File: config.mk
export PLATFORM = sky130hd
export DESIGN_NAME = bus_access_ctrl
export DESIGN_NICKNAME = d
export VERILOG_FILES = /design/src/rtl/bus_pkg.sv /design/src/rtl/bus_access_ctrl_addr_region_match.sv /design/src/rtl/bus_access_ctrl.sv
export SDC_FILE = /design/constraint.sdc
export NUM_CORES = 1
export LEC_CHECK = 0
export ABC_AREA = 0
export BUFFER_PORTS_ARGS = -buffer_cell sky130_fd_sc_hd__buf_2
export CORE_MARGIN = 5
export CORE_UTILIZATION = 40
export DETAILED_ROUTE_END_ITERATION = 10
export PLACE_DENSITY = 0.78
export SLEW_MARGIN = 20
export SYNTH_ARGS = -nofsm -noshare
export SYNTH_HDL_FRONTEND = slang
export SYNTH_SLANG_ARGS = --single-unit
File: constraint.sdc
create_clock -name clk -period 5.18 [get_ports clk]
set_input_delay 1.036 -clock clk [delete_from_list [all_inputs] [get_ports clk]]
set_output_delay 1.036 -clock clk [all_outputs]
set_load 0.005 [all_outputs]
File: src/rtl/bus_pkg.sv
// Shared types and helpers for the 6502-side bus access controller.
// Region tables are packed vectors; the helpers pull out one window's field.
package bus_pkg;

    typedef enum logic [1:0] {
        IDLE,
        ACCESS,
        DONE,
        HOLD
    } state_t;

    localparam int WAIT_W = 4;
    localparam int VEC_W = 512;
    localparam logic [7:0] UNMAPPED_DATA = 8'hFF;

    function automatic logic [31:0] field(input logic [VEC_W-1:0] vec, input int idx, input int w);
        logic [31:0] msk;
        msk = (w >= 32) ? 32'hFFFF_FFFF : ((32'd1 << w) - 32'd1);
        return 32'(vec >> (idx * w)) & msk;
    endfunction

    function automatic logic [31:0] region_base(input logic [VEC_W-1:0] vec, input int idx, input int addr_w);
        return field(vec, idx, addr_w);
    endfunction

    function automatic logic [31:0] region_mask(input logic [VEC_W-1:0] vec, input int idx, input int addr_w);
        return field(vec, idx, addr_w);
    endfunction

    function automatic logic [WAIT_W-1:0] region_wait(input logic [VEC_W-1:0] vec, input int idx);
        return WAIT_W'(field(vec, idx, WAIT_W));
    endfunction

endpackage

File: src/rtl/bus_access_ctrl_addr_region_match.sv
// Combinational priority decoder: address to one-hot window match.
// Overlapping windows resolve to the lowest index.
module addr_region_match
    import bus_pkg::*;
#(
    parameter int ADDR_W = 16,
    parameter int NUM_REGIONS = 4,
    parameter logic [NUM_REGIONS*ADDR_W-1:0] REGION_BASE = '0,
    parameter logic [NUM_REGIONS*ADDR_W-1:0] REGION_MASK = '0
) (
    input  logic [ADDR_W-1:0]      addr,
    output logic [NUM_REGIONS-1:0] match,
    output logic                   hit
);

    logic [NUM_REGIONS-1:0] raw;

    for (genvar i = 0; i < NUM_REGIONS; i++) begin : g_win
        localparam logic [ADDR_W-1:0] BASE = ADDR_W'(region_base(VEC_W'(REGION_BASE), i, ADDR_W));
        localparam logic [ADDR_W-1:0] MASK = ADDR_W'(region_mask(VEC_W'(REGION_MASK), i, ADDR_W));
        localparam logic [NUM_REGIONS-1:0] LOWER = NUM_REGIONS'((64'd1 << i) - 64'd1);

        assign raw[i] = (addr & MASK) == (BASE & MASK);
        // a window only wins if no lower-index window also matches
        assign match[i] = raw[i] && ((raw & LOWER) == '0);
    end

    assign hit = |raw;

endmodule

File: src/rtl/bus_access_ctrl.sv
// Per-access bus controller: decodes the CPU address at the phi_0 rise, inserts
// the window's wait states via RDY, then strobes the write or captures read data.
module bus_access_ctrl
    import bus_pkg::*;
#(
    parameter int ADDR_W = 16,
    parameter int DATA_W = 8,
    parameter int NUM_REGIONS = 4,
    parameter logic [NUM_REGIONS*ADDR_W-1:0] REGION_BASE = '0,
    parameter logic [NUM_REGIONS*ADDR_W-1:0] REGION_MASK = '0,
    parameter logic [NUM_REGIONS*4-1:0] REGION_WAIT = '0,
    parameter logic [NUM_REGIONS-1:0] REGION_RO = '0
) (
    input  logic                   clk,
    input  logic                   rst,
    input  logic                   phi_0,
    input  logic [ADDR_W-1:0]      addr,
    input  logic                   cpu_rw,
    input  logic [DATA_W-1:0]      mem_rdata,
    output logic [NUM_REGIONS-1:0] cs,
    output logic                   mem_oe,
    output logic                   mem_we,
    output logic                   rdy,
    output logic [DATA_W-1:0]      cpu_rdata,
    output logic                   bus_err
);

    logic [NUM_REGIONS-1:0] match;
    logic                   hit;
    logic [WAIT_W-1:0]      wait_acc [NUM_REGIONS+1];
    logic [WAIT_W-1:0]      wait_sel;
    logic                   ro_sel;

    addr_region_match #(
        .ADDR_W      (ADDR_W),
        .NUM_REGIONS (NUM_REGIONS),
        .REGION_BASE (REGION_BASE),
        .REGION_MASK (REGION_MASK)
    ) u_match (
        .addr  (addr),
        .match (match),
        .hit   (hit)
    );

    assign wait_acc[0] = '0;
    for (genvar i = 0; i < NUM_REGIONS; i++) begin : g_wait
        localparam logic [WAIT_W-1:0] WAIT_I = region_wait(VEC_W'(REGION_WAIT), i);
        assign wait_acc[i+1] = wait_acc[i] | (match[i] ? WAIT_I : '0);
    end
    assign wait_sel = wait_acc[NUM_REGIONS];
    assign ro_sel   = |(match & REGION_RO);

    state_t                 state, state_nxt;
    logic                   phi_q;
    logic                   rw_q, rw_nxt;
    logic                   hit_q, hit_nxt;
    logic                   ro_q, ro_nxt;
    logic [WAIT_W-1:0]      cnt, cnt_nxt;
    logic [NUM_REGIONS-1:0] cs_nxt;
    logic                   oe_nxt, we_nxt, rdy_nxt, err_nxt;
    logic [DATA_W-1:0]      rdata_nxt;

    always_ff @(posedge clk or posedge rst) begin
        if (rst) begin
            state     <= IDLE;
            phi_q     <= 1'b0;
            rw_q      <= 1'b1;
            hit_q     <= 1'b0;
            ro_q      <= 1'b0;
            cnt       <= '0;
            cs        <= '0;
            mem_oe    <= 1'b0;
            mem_we    <= 1'b0;
            rdy       <= 1'b1;
            bus_err   <= 1'b0;
            cpu_rdata <= '0;
        end else begin
            state     <= state_nxt;
            phi_q     <= phi_0;
            rw_q      <= rw_nxt;
            hit_q     <= hit_nxt;
            ro_q      <= ro_nxt;
            cnt       <= cnt_nxt;
            cs        <= cs_nxt;
            mem_oe    <= oe_nxt;
            mem_we    <= we_nxt;
            rdy       <= rdy_nxt;
            bus_err   <= err_nxt;
            cpu_rdata <= rdata_nxt;
        end
    end

    always_comb begin
        state_nxt = state;
        rw_nxt    = rw_q;
        hit_nxt   = hit_q;
        ro_nxt    = ro_q;
        cnt_nxt   = cnt;
        cs_nxt    = cs;
        oe_nxt    = mem_oe;
        we_nxt    = mem_we;
        rdy_nxt   = rdy;
        err_nxt   = bus_err;
        rdata_nxt = cpu_rdata;
        case (state)
            IDLE: begin
                if (phi_0 && !phi_q) begin
                    rw_nxt    = cpu_rw;
                    hit_nxt   = hit;
                    ro_nxt    = ro_sel;
                    cs_nxt    = match;
                    oe_nxt    = cpu_rw && hit;
                    cnt_nxt   = wait_sel;
                    rdy_nxt   = 1'b0;
                    state_nxt = ACCESS;
                end
            end
            ACCESS: begin
                if (cnt != '0) begin
                    cnt_nxt = cnt - 1'b1;
                end else begin
                    if (rw_q) begin
                        rdata_nxt = hit_q ? mem_rdata : DATA_W'(UNMAPPED_DATA);
                    end
                    if (!hit_q || (!rw_q && ro_q)) begin
                        err_nxt = 1'b1;
                    end else if (!rw_q) begin
                        we_nxt = 1'b1;
                    end
                    rdy_nxt   = 1'b1;
                    state_nxt = DONE;
                end
            end
            DONE: begin
                we_nxt    = 1'b0;
                err_nxt   = 1'b0;
                state_nxt = HOLD;
            end
            HOLD: begin
                // keep the device selected until the CPU phase ends
                if (!phi_0) begin
                    cs_nxt    = '0;
                    oe_nxt    = 1'b0;
                    state_nxt = IDLE;
                end
            end
            default: state_nxt = IDLE;
        endcase
    end

endmodule

### Word-level counts from Yosys, hierarchy flattened

Cells that the tools add are included.

* div/mod/pow operators: 0
* $mul: 0
* reduce and logical (&&, ||, !) cells: 16
* magnitude comparators: 0
* add/sub/neg operators: 1
* shift-type cells: 0
* bitwise gates (word level): 1
* eq/ne operators: 10
* muxes and demuxes: 24

Operator list (count)
* $reduce_and 3->1: 6
* $mux 4: 4
* $pmux 4 s2: 2
* $ne 2x2->1 const B: 7
* $mux 1: 9
* $mux 8: 1
* $pmux 1 s2: 4
* $pmux 2 s4: 1
* $mux 2: 3
* $reduce_bool 2->1: 3
* $eq 2x2->1 const B: 2
* $reduce_and 4->1: 1
* $reduce_bool 4->1: 1
* $sub 4x1->4 const B: 1
* $eq 2x1->1 const B: 1
* $logic_not 1->1: 2
* $logic_not 2->1: 1
* $reduce_and 2->1: 1
* $logic_and 1x1->1: 1
* $not 1->1: 1

* logic and storage cells: 63
* output and inout bits: 16
* ROM bits: 0
* memories: 0
* bits in latches: 0
* RAM bits: 0
* bits in registers: 25

### Longest topological paths before layout

* depth in word-level cells: 4
* gate-level depth with buffers: 7
* gate-level depth less buffers: 5

### By module

Synthesis repeated with hierarchy kept, for this count alone.

* cells, all modules: 150
* area total of the unflattened synthesis: 1426.4 um^2

Modules (own cells, without submodules)
* bus_access_ctrl: cells an instance 143, area each 1381.3 um^2, instances 1
* addr_region_match: cells an instance 7, area each 45.0 um^2, instances 1

### Worst setup path after synthesis

No wires, ideal clock.

* path type: input port to flip-flop
* start: input port phi_0
* end: register state[1]
* stages: 2
* required time: 5053 ps
* setup time: 127 ps
* slack: 3240 ps
* path buffers: 0
* arrival time: 1812 ps
* path through: a222oi_1 -> mux2_1

* cells in the longest elaborated chain, start to end: 3
* elaborated cells on any way between the ends: 4
* those cells by class: 2 x eq/ne; 2 x reduce/logical

RTL lines
* from (decl): line bus_access_ctrl.sv:16 `input logic phi_0,`
* $logic_and 1x1->1: line bus_access_ctrl.sv:107 `if (phi_0 && !phi_q) begin`
* $ne 2x2->1 (no line)
* $reduce_and 3->1 (no line) *
* to (signal assigned): line bus_access_ctrl.sv:78 `state <= state_nxt;`
* to (decl): line bus_access_ctrl.sv:53 `state_t state, state_nxt;`

Mark *: on every way between the ends. The rest lies on a longest branch, timed or not.
A chain may end at the register's enable or synchronous reset.

### Worst setup path in the final report

* start: register cnt[0]
* end: register state[1]

* cells in the longest elaborated chain, start to end: 3

RTL lines
* from (decl): line bus_access_ctrl.sv:58 `logic [WAIT_W-1:0] cnt, cnt_nxt;`
* from (signal assigned): line bus_access_ctrl.sv:83 `cnt <= cnt_nxt;`
* $reduce_bool 4->1: line bus_access_ctrl.sv:119 `if (cnt != '0) begin`
* $ne 2x2->1 (no line)
* $reduce_and 3->1 (no line)

Every way passes these cells.

==> run summary <==
Entering global routing, the biggest net connects 23 pins. In this run, post-CTS hold repair placed 0 buffers. The maximum clock frequency was 479 MHz.

The primary flip-flop cell chosen by synthesis mapping was sky130_fd_sc_hd__dfrtp_1. Wires add up to 2630 um. The tools report the maximum clock insertion buffer count as 2. The detailed router finished its first iteration with 41 violations. The logs give 0.530 ns for the final hold slack and 4440 um for the wire length of the first global-routing pass. The run gives 553 sq um as the sequential cell area.

The total overflow left after global routing is 0. The aggregate negative setup slack was 0 ns. In this run the horizontal extent of the chip is 65.4 um.

STA classifies the critical path startpoint as a register. The top fanout value on the critical path was 6. Setup repair after global routing left no endpoint under its margin. After detailed routing, the number of vias per cell comes to 5.64. Measured in cells, the most critical reg-to-reg path has a length of 5. The number of clock buffers inserted by TritonCTS is 3. Average size of a mapped cell: 9.89 sq um. Data on the critical path is required at its endpoint by 5.39 ns. Yosys mapped a number of flops with a built-in enable equal to 0.

Routed wirelength normalized by instance count: 14.8 um. Clock latency on the worst-skew pair, taken at its later pin, is 0.31 ns. After clock tree synthesis, the clock-pin slew on the worst setup and hold paths is 0.13 ns. The initial antenna violation count came out at 0. The run gives 0.444 as the relative slew slack. The worst path needs 2.09 ns of the cycle, external delays included. The tools report the number of maximum-capacitance violations as 0.

The floorplan step defined a die boundary enclosing 4270 sq um. The share of final-layout standard cells stronger than drive strength 1 was 0.243; the total number of vias was 999. Dividing total power by cell area gives a power density of 501 nW/um^2. STA classifies the critical path endpoint as a register. The tools report the clock network fraction of total power as 0.190. Tracing the worst setup path back leads to its startpoint at cnt[0].

For the top-level I/O count, the log shows 44. The critical path in this run is classified as reg2reg. The repair_antennas step left the layout with diodes totalling 0. The worst hold path belongs to the class reg2reg. The starting density of the core is 0.408, and the number of setup buffers added after CTS is 0.

The combinational fraction of design power was 0.394. The worst-case IR drop observed on VDD is 0.248 mV. TritonCTS built the clock tree. The run gives 0 as the number of warning messages in the yosys log.

The tree is rooted in a sky130_fd_sc_hd__clkbuf_4. The pin slew with the least headroom to its limit was 0.833 ns. The final count of hold timing violations is 0, and the synthesis-to-layout area growth is 13.9%. For this run, design rule violations remaining after detail routing come to 0.

The area share of the largest cell type after synthesis works out to 0.408. Count of clock tree sinks: 22. Most used standard cell by instance count after synthesis: sky130_fd_sc_hd__dfrtp_1.

The static power due to leakage is 0.000641 uW, and the post-detailed-placement half-perimeter wirelength is 1930 um. For the mapped cell area, the log shows 1230 sq um. The register bit total from synthesis was 22.

The run finished with clean final reports. The run gives 0 as the total count of max-transition violations in the final report. The number of nets at the end of the flow came out at 181.

The combined area of the multi-input logic cells was 573 sq um; the switching power as a share of total power was 0.384. For the number of global-route vias before repair, the log shows 1010. The share of flip-flops with an asynchronous set or reset after synthesis was 1.00; the arrival time at the worst endpoint was 2.30 ns. The worst hold path begins at bus_err. The tools report the portion of total power attributed to sequential cells as 0.416. The logs give 1 for the number of H-tree levels and 0 for the setup-violating endpoint count in the final report.

The final antenna-violating net count is 0. Routability-driven placement finished with a final weighted congestion of 0.809. The cell-internal power was 431 uW. The number of fill cells in the layout came out at 299.

The tools report the portion of the post-synthesis area used by sequential elements as 0.451. Number of instances in the synthesized netlist: 124. The run gives 0.132 as the global-route usage over all layers. In the synthesized netlist, the cells that appear most often are sky130_fd_sc_hd__dfrtp_1 (20), sky130_fd_sc_hd__inv_1 (15), sky130_fd_sc_hd__a21oi_1 (10). The die is 65.4 um tall. Number of stages on the worst hold path: 2.

The netlist uses 36 different library cells. The cell type contributing the most total cell area after synthesis is sky130_fd_sc_hd__dfrtp_1. The worst register-to-register path begins at cnt[0]. For the placeable core region, the log shows 3000 sq um. The run gives 0.00214 ns as the worst setup skew after layout.

For this design the total switching power over the nets is 269 uW. Buffers placed on the I/O ports in this run total 24. The share of the cycle needed by the critical path after routing was 0.403.

The first detailed-routing pass ran for 4 iterations. For the total of cells resized after clock tree synthesis, the log shows 0. In this run the core area contains 20 standard-cell rows. By area the synthesized netlist is led by sky130_fd_sc_hd__dfrtp_1 (41%), sky130_fd_sc_hd__ha_1 (8.2%), sky130_fd_sc_hd__a41oi_1 (5.7%), sky130_fd_sc_hd__inv_1 (4.6%), sky130_fd_sc_hd__dfstp_2 (4.3%).
==> routing by layer <==
layer  vias to the layer above  GRT usage  wire length (um)
met2                        43      0.219              1220
met4                         0     0.0259                 0
li1                        475          -                 -
met3                         0     0.0513               244
met5                         -          0                 0
met1                       481      0.164              1160
==> critical path: stages (launching register included) <==
cell	delay, ns
sky130_fd_sc_hd__dfrtp_1	0.44
sky130_fd_sc_hd__inv_1	0.11
sky130_fd_sc_hd__ha_1	0.21
sky130_fd_sc_hd__or3b_4	0.44
sky130_fd_sc_hd__a222oi_1	0.42
sky130_fd_sc_hd__mux2_1	0.37
==> per-stage QoR <==
step	util	instance area (sq um)	total power (uW)	std cells	setup slack (ns)
2_1_floorplan	-	1230	482	126	3.24
3_5_place_dp	0.448	1340	569	173	2.96
4_1_cts	0.465	1400	703	177	3.10
6_report	0.465	1400	700	177	3.09
3_3_place_gp	0.448	1340	547	173	3.03
5_1_grt	0.465	1400	754	177	3.02
==> area by class of cell <==
type                    instances  area share
well taps                      33      0.0296
clock inverters                 1      0.0215
repair buffers                 24      0.0860
flip-flops and latches         22       0.396
clock buffers                   3      0.0161
multi-input cells              79       0.410
inverters                      15      0.0403
==> path summary, 6_finish.rpt <==
check / slack [ns] / to
worst max-delay path: 3.09 / state[1]
worst min-delay path: 0.53 / bus_err
worst max register to register: 3.09 / state[1]
worst min register to register: 0.53 / bus_err
max in group asynchronous: 3.80 / state[0]
min in group asynchronous: 0.86 / bus_err
==> cells in the final DEF, fill, tap and decap left out, types with 3 or more instances in the layout <==
master                      n
sky130_fd_sc_hd__o21ai_0    4
sky130_fd_sc_hd__nand2b_1   3
sky130_fd_sc_hd__ha_1       8
sky130_fd_sc_hd__nor2_1     4
sky130_fd_sc_hd__a21oi_1   10
sky130_fd_sc_hd__nand2_1    8
sky130_fd_sc_hd__inv_1     15
sky130_fd_sc_hd__buf_2     24
sky130_fd_sc_hd__clkbuf_4   3
sky130_fd_sc_hd__conb_1     3
sky130_fd_sc_hd__o211ai_1   4
sky130_fd_sc_hd__dfrtp_1   20
sky130_fd_sc_hd__a41oi_1    8
==> logic make-up (layout without fill, tap and decap cells) <==
logic type / after synthesis / after routing / share of synthesized area
DFF: 22 / 22 / 0.451
other: 1 / 3 / 0.00306
muxes: 3 / 3 / 0.0255
buffers and inverters: 25 / 43 / 0.0877
AOI/OAI and AO/OA: 37 / 37 / 0.215
and+or+nand+nor: 28 / 28 / 0.136
adders and majority gates: 8 / 8 / 0.0816
==> state kept, by name, summed over array words and instances (netlist names) <==
signal / count
mem_we: 1
cpu_rdata: 8
phi_q: 1
rw_q: 1
mem_oe: 1
cs: 1
state: 2
rdy: 1
cnt: 4
hit_q: 1
bus_err: 1
==> power by group through the flow <==
stage	registers (uW)	clock network (uW)	logic, uW
floorplan	269	0	213
global placement	290	0	258
detailed placement	293	0	276
CTS	292	135	276
global route	301	141	312
finish	291	133	276
(Power assumes the default switching activity.)
